[src/rtl/logic_unit_pipe.sv]
// Registered bitwise logic unit with valid/ready handshake
// and multi-beat accumulate (reduction) mode.
module logic_unit_pipe #(
  parameter int unsigned WIDTH = 32
) (
  input  logic             clock,
  input  logic             reset,
  input  logic             in_valid,
  output logic             in_ready,
  input  logic [WIDTH-1:0] data_operandA,
  input  logic [WIDTH-1:0] data_operandB,
  input  logic [2:0]       ctrl_op,
  input  logic             ctrl_accum,
  input  logic             ctrl_last,
  output logic             out_valid,
  input  logic             out_ready,
  output logic [WIDTH-1:0] data_result,
  output logic             result_zero,
  output logic             result_parity,
  output logic [7:0]       data_beats
);

  typedef enum logic {
    IDLE,
    ACC
  } state_t;

  localparam logic [2:0] OP_PASS = 3'b111;

  state_t           state_q, state_d;
  logic [WIDTH-1:0] acc_q, acc_d;
  logic [2:0]       op_q, op_d;
  logic [7:0]       cnt_q, cnt_d;
  logic [7:0]       cnt_inc;
  logic             accept;
  logic             load;
  logic [WIDTH-1:0] load_val;
  logic [7:0]       load_beats;
  logic [WIDTH-1:0] step_val;

  function automatic logic [WIDTH-1:0] logic_op(
    input logic [2:0]       op,
    input logic [WIDTH-1:0] l,
    input logic [WIDTH-1:0] r
  );
    logic [WIDTH-1:0] y;
    case (op)
      3'b000:  y = l & r;
      3'b001:  y = l | r;
      3'b010:  y = l ^ r;
      3'b011:  y = ~(l | r);
      3'b100:  y = l & ~r;
      3'b101:  y = ~(l & r);
      3'b110:  y = ~(l ^ r);
      default: y = l;
    endcase
    return y;
  endfunction

  assign in_ready = reset && (!out_valid || out_ready);
  assign accept   = in_valid && in_ready;
  assign cnt_inc  = (cnt_q == 8'hFF) ? 8'hFF : cnt_q + 8'd1;

  // PASS inside a sequence forwards the newest beat, not the first one
  assign step_val = (op_q == OP_PASS) ? data_operandA
                  : logic_op(op_q, acc_q, data_operandA);

  always_comb begin
    state_d    = state_q;
    acc_d      = acc_q;
    op_d       = op_q;
    cnt_d      = cnt_q;
    load       = 1'b0;
    load_val   = '0;
    load_beats = '0;
    if (accept) begin
      unique case (state_q)
        IDLE: begin
          if (!ctrl_accum) begin
            load       = 1'b1;
            load_val   = logic_op(ctrl_op, data_operandA, data_operandB);
            load_beats = 8'd1;
          end else begin
            acc_d = data_operandA;
            op_d  = ctrl_op;
            cnt_d = 8'd1;
            if (ctrl_last) begin
              load       = 1'b1;
              load_val   = data_operandA;
              load_beats = 8'd1;
            end else begin
              state_d = ACC;
            end
          end
        end
        ACC: begin
          if (ctrl_last) begin
            load       = 1'b1;
            load_val   = step_val;
            load_beats = cnt_inc;
            state_d    = IDLE;
          end else begin
            acc_d = step_val;
            cnt_d = cnt_inc;
          end
        end
        default: state_d = IDLE;
      endcase
    end
  end

  always_ff @(posedge clock or negedge reset) begin
    if (!reset) begin
      state_q <= IDLE;
      acc_q   <= '0;
      op_q    <= '0;
      cnt_q   <= '0;
    end else begin
      state_q <= state_d;
      acc_q   <= acc_d;
      op_q    <= op_d;
      cnt_q   <= cnt_d;
    end
  end

  // flags are derived from the value being loaded, never from stale data
  always_ff @(posedge clock or negedge reset) begin
    if (!reset) begin
      out_valid     <= 1'b0;
      data_result   <= '0;
      result_zero   <= 1'b0;
      result_parity <= 1'b0;
      data_beats    <= '0;
    end else if (load) begin
      out_valid     <= 1'b1;
      data_result   <= load_val;
      result_zero   <= (load_val == '0);
      result_parity <= ^load_val;
      data_beats    <= load_beats;
    end else if (out_ready) begin
      out_valid     <= 1'b0;
    end
  end

endmodule

[config.mk]
export PLATFORM = sky130hd
export DESIGN_NAME = logic_unit_pipe
export DESIGN_NICKNAME = d
export VERILOG_FILES = /design/src/rtl/logic_unit_pipe.sv
export SDC_FILE = /design/constraint.sdc
export NUM_CORES = 1
export LEC_CHECK = 0
export CAP_MARGIN = 20
export CORE_ASPECT_RATIO = 2
export CORE_MARGIN = 8
export CORE_UTILIZATION = 55
export CTS_BUF_LIST = sky130_fd_sc_hd__clkbuf_8
export DETAILED_ROUTE_END_ITERATION = 8
export GPL_ROUTABILITY_DRIVEN = 0
export GPL_TIMING_DRIVEN = 0
export PLACE_DENSITY = 0.77
export SLEW_MARGIN = 20
export SYNTH_ARGS = -nofsm -noshare
export SYNTH_HDL_FRONTEND = slang
export SYNTH_SLANG_ARGS = --single-unit
[constraint.sdc]
create_clock -name clock -period 6.4 [get_ports clock]
set_input_delay 1.28 -clock clock [delete_from_list [all_inputs] [get_ports clock]]
set_output_delay 1.28 -clock clock [all_outputs]
set_load 0.05 [all_outputs]
* After elaboration in Yosys (flattened, before gate mapping)
Cells that the tools add are included.
Widths: inputs -> output; s select.
** Storage, ports and cells
- Register bits after elaboration :: 87
- Output and inout port bits :: 44
- Word-level logic and storage cells :: 83
** Cells by class
- Add/subtract/negate cells :: 1
- Eq/ne operators :: 16
- Multiplexer cells :: 29
- Bitwise gates (word level) :: 17
- Reductions and logical operators :: 11
** Operators with widths (number)
- $pmux 32 s7 :: 2
- $not 32->32 :: 8
- $mux 32 :: 7
- $and 32x32->32 :: 4
- $pmux 32 s2 :: 2
- $or 32x32->32 :: 2
- $xor 32x32->32 :: 2
- $mux 8 :: 5
- $logic_not 32->1 :: 1
- $pmux 8 s2 :: 2
- $reduce_xor 32->1 :: 1
- $eq 3x3->1 const B :: 7
- $eq 3x2->1 const B :: 4
- $mux 1 :: 9
- $add 8x1->8 const B :: 1
- $eq 8x8->1 const B :: 1
- $eq 3x1->1 const B :: 2
- $logic_not 3->1 :: 2
- $reduce_and 3->1 :: 2
- $ne 2x2->1 const B :: 2
- $pmux 1 s2 :: 2
- $logic_and 1x1->1 :: 2
- $reduce_bool 2->1 :: 1
- $logic_not 1->1 :: 1
- 2 further kinds :: 2

* Longest topological paths before layout
- Depth after elaboration :: 8
- Mapped depth :: 15
- Depth with buffers taken out :: 14

* Least setup slack after synthesis
Ideal clock, no wire load.
- Kind :: input port to flip-flop
- Start point :: input out_ready
- End point :: register result_parity
- Setup time :: 142 ps
- Data arrival time :: 3774 ps
- Setup slack :: 2484 ps
- Stages :: 13
- Path buffers :: 1
- Cells stage by stage :: nand2b_1 > and2_1 > nand2_1 > clkbuf_1 > a221oi_1 > o21ai_0 > or2_1 > ha_1 > xnor2_1 > xnor2_1 > xnor2_1 > xnor2_1 > o21ai_0
** Between the ends
- Longest elaborated chain between the ends :: 5
- Elaborated cells between the ends (all ways) :: 6
** RTL lines
- start: declaration :: line 16 : input logic out_ready,
- $logic_or 1x1->1 * :: line 60 : assign in_ready = reset && (!out_valid || out_ready);
- $logic_and 1x1->1 * :: line 60
- via in_ready :: line 9 : output logic in_ready,
- $logic_and 1x1->1 * :: line 61 : assign accept = in_valid && in_ready;
- $mux 32 :: line 76 : if (accept) begin
- $reduce_xor 32->1 :: line 138 : result_parity <= ^load_val;
- end signal: assignment :: line 138
- end: declaration :: line 19 : output logic result_parity,
Mark *: on every way through the listed nets, which the timed path passes. The rest lies on a longest branch.
A chain may end at the register's enable or synchronous reset.

* Worst setup path after layout
- Start point :: input data_operandA[7]
- End point :: register result_parity
** Between the ends
- Longest elaborated chain between the ends :: 8
- Elaborated cells between the ends (all ways) :: 24
** RTL lines
- start: declaration :: line 10 : input logic [WIDTH-1:0] data_operandA,
- $xor 32x32->32, or another cell as far along :: line 50, 54
- $not 32->32, or another cell as far along :: line 54 : 3'b110: y = ~(l ^ r);
- $pmux 32 s7 :: line 47 : case (op)
- $mux 32 :: line 65 : assign step_val = (op_q == OP_PASS) ? data_operandA
- $mux 32 :: line 97 : if (ctrl_last) begin
- $pmux 32 s2 * :: line 77 : unique case (state_q)
- $mux 32 * :: line 76
- $reduce_xor 32->1 * :: line 138
Every way passes the cells marked *; elsewhere a longest branch is shown, timed or not.

==> impl_metrics.csv <==
group,metric,value,unit
pwr,switching_share,52.3,%
worst_setup_path,cpMostUsedCell,"xnor2_1",
pwr,p_leak,6.13,nW
worst_hold_path,hold-path-cell-count,2,
worst_hold_path,hold_class,"flip-flop to flip-flop",
synthesis,synth_area_per_cell,7.79,um2
placement,hpwl,35.2,mm
timing,fmax,203,MHz
finish,fin_cells,1908,
synthesis,synth_ff_type,"dfrtp_1",
synthesis,syn-cell-area,0.0117,mm2
cts,cts_tree,"done",
cts,insertion_delay,0.46,ns
timing,tns,0,ns
global_route,overflow,0,
drt,wirelength_met1,16.4,mm
drt,drt_wl_total,49.2,mm
worst_setup_path,r2r.worst_path.cells,14,
worst_setup_path,regToRegSetupSlack,2.65,ns
drt,vias,12712,
floorplan,die_h,222,um
floorplan,die_area,0.0265,mm2
drt,top_layer,"met4",
pwr,clkPwrFrac,12.0,%
finish,nets,1914,
timing,finClkSkew,0.0306,ns
worst_setup_path,cp_cell_sequence,"clkdlybuf4s50_1 -> inv_1 -> ha_1 -> xor2_1 -> mux4_2 -> a21oi_1 -> or4_1 -> ha_1 -> xnor2_1 -> xnor2_1 -> xnor2_1 -> xnor2_1 -> o21ai_0",
cts,clk_path_buf_depth,2,
drt,post_drt_wl_per_cell,25.8,um
timing,min_period,4.92,ns
pwr,seq_power_share,23.0,%
pwr,powerDensity,295,mW/mm2
worst_setup_path,crit_arrival,5.23,ns
drt,drc,0,
timing,slew_viol_final,0,
synthesis,ys_seq_area_share,18.6,%
timing,hold_violations,0,
pwr,p_int,1.89,mW
timing,fin_crit_sh,76.8,%
worst_setup_path,cp_max_fo,6,
floorplan,die_width,119,um
worst_setup_path,path_buf_inv,2,
finish,final_common_cell,"ha_1",
drt,routed_via_density,6.66,
drt,wl_met3,5.06,mm
drt,drtPass1Iterations,6,
placement,dp_cells,1890,
worst_setup_path,timing.rr.start,"op_q[0]",
timing,setup_violations,0,
timing,rsz0062_at_grt,"false",
global_route,grt_pass1_vias,12701,
timing,fin_ws,1.48,ns
worst_setup_path,cp_slowest_stage_delay,0.89,ns
synthesis,synth_warnings,0,
pwr,finalPower,3.97,mW
worst_hold_path,min-delay-start,"data_result[14]",
finish,syn_to_final_growth,14.7,%
global_route,grt_max_degree,70,
cts,cts_made_buffers,9,
run_status,status,"finished, final reports clean",
placement,port_buffers,114,
floorplan,core-area,0.0209,mm2
synthesis,synth-edff-count,0,
pwr,switchingPower,2.08,mW
worst_setup_path,startpoint_type,"input port",
cts,cts_sinks,87,
drt,ant_nets,0,
worst_setup_path,critPathRequiredTime,6.71,ns
timing,relSlewSlack,23.2,%
cts,cts_root_buf,"clkbuf_8",
synthesis,synth_cell_types,61,
worst_setup_path,crit_path_top_delay_cell,"clkdlybuf4s50_1",
placement,pre_cts_ws,1.40,ns
pwr,peakVddDrop,0.187,mV
worst_hold_path,whs_endpoint,"data_result[14]",
worst_setup_path,crit_type,"input port to flip-flop",
pwr,combPwrFrac,65.1,%
floorplan,start_util,56.0,%
cts,holdBufCountCts,0,
worst_setup_path,cp_top_family,"buffers and inverters",
worst_setup_path,worstReg2RegEnd,"result_parity",
timing,worst-slew-pin-transition,1.13,ns
floorplan,num_rows,75,
synthesis,async_flop_share,100,%
run,maxCapViolations,0,
synthesis,syn_inst,1506,
worst_setup_path,worst_setup_path_end_kind,"flip-flop",
synthesis,synth-seq-cells,87,
finish,drive_gt1_share,6.48,%
drt,wl_met2,23.4,mm
finish,final_cell_mix,"ha_1 (209), nand2_1 (206), o21ai_0 (146)",
cts,cts_setup_buffers,0,
global_route,grt_pass1_wl,74.1,mm
drt,drt_iter0_drc,1542,
cts,path_clk_slew,0.11,ns
cts,htreeDepth,3,
global_route,antenna_found_initial,2,
cts,cts_repair_resize_count,0,
synthesis,synth_fp_nets,1788,
floorplan,ioPinCount,117,
global_route,grt_use_total,37.1,%
## power by group through the flow
| stage | clock network, mW | registers (mW) | logic, mW |
|---|---|---|---|
| after floorplan | 0 | 1.19 | 1.40 |
| after global placement | 0 | 0.912 | 2.40 |
| after detailed placement | 0 | 0.921 | 2.48 |
| after CTS | 0.469 | 0.908 | 2.48 |
| after global routing | 0.490 | 0.936 | 2.77 |
| final | 0.474 | 0.911 | 2.58 |
## worst max path at each step
stage          cells after the start  slack, ns        startpoint       endpoint
2_1_floorplan                     13       2.48         out_ready  result_parity
3_3_place_gp                      11      -1.73             reset  result_parity
3_5_place_dp                      14       1.40  data_operandA[1]  result_parity
4_1_cts                           14       1.83  data_operandA[1]  result_parity
5_1_grt                           13       1.31  data_operandA[7]  result_parity
6_report                          13       1.48  data_operandA[7]  result_parity
## layout make-up
class | instances | area (um2)
Sequential cell | 87 | 2180
Clock inverter | 7 | 83.8
Antenna cell | 2 | 5.00
Tap cell | 269 | 337
Clock buffer | 9 | 124
Buffer | 118 | 634
Timing Repair Buffer | 115 | 1170
Fill cell | 1880 | 7480
Multi-Input combinational cell | 1180 | 8460
Inverter | 121 | 454
## state kept, by name, summed over array words and instances, names as in the netlist
signal and count:
data_beats 8, op_q 3, state_q 1, acc_q 32
result_zero 1, cnt_q 8, data_result 32, result_parity 1
out_valid 1
## worst min-delay path, cell delays in order, from the launching register on
cell     delay (ns)
dfrtp_1        0.36
nand2_1        0.05
nand2_1        0.06
## per-stage QoR
stage | hold WS (ns) | area (um2) | utilization, %
2_1_floorplan | 0.468 | 11700 | -
3_3_place_gp | 0.460 | 13200 | 63.1
3_5_place_dp | 0.465 | 13200 | 63.2
4_1_cts | 0.491 | 13400 | 64.2
5_1_grt | 0.516 | 13400 | 64.2
6_report | 0.489 | 13400 | 64.2
## synth_stat cells, types with 19 or more instances
cell	count	area share (%)
o21ai_0	146	6.2
nor2_1	53	1.7
nand3b_1	22	1.4
nand2_1	206	6.6
nand2b_1	24	1.3
a211oi_1	40	2.6
ha_1	209	22
dfrtp_1	87	19
nand4_1	21	1.1
o21ai_1	38	1.6
nor2b_1	28	1.5
a21oi_1	108	4.6
buf_2	39	1.7
xnor2_1	19	1.4
mux2i_1	40	3.4
clkbuf_1	50	1.6
o211ai_1	44	2.8
a211o_1	22	1.6
inv_1	118	3.8
## layer usage
metal	global-route usage (%)	vias to the layer above
met4	30.6	0
li1	-	5548
met3	9.45	295
met5	0.585	-
met1	39.4	5970
met2	60.7	899
## cell families after synthesis
family                   after synthesis  share of synthesized area (%)
AO/OA/AOI/OAI                        495                           26.1
AND/OR/NAND/NOR                      398                           15.8
XOR/XNOR                              22                           1.64
adder cells (fa/ha/maj)              209                           22.3
buffers and inverters                239                           9.28
multiplexers                          56                           6.30
flip-flops                            87                           18.6
Note: power is estimated with default switching activity, not from simulation.
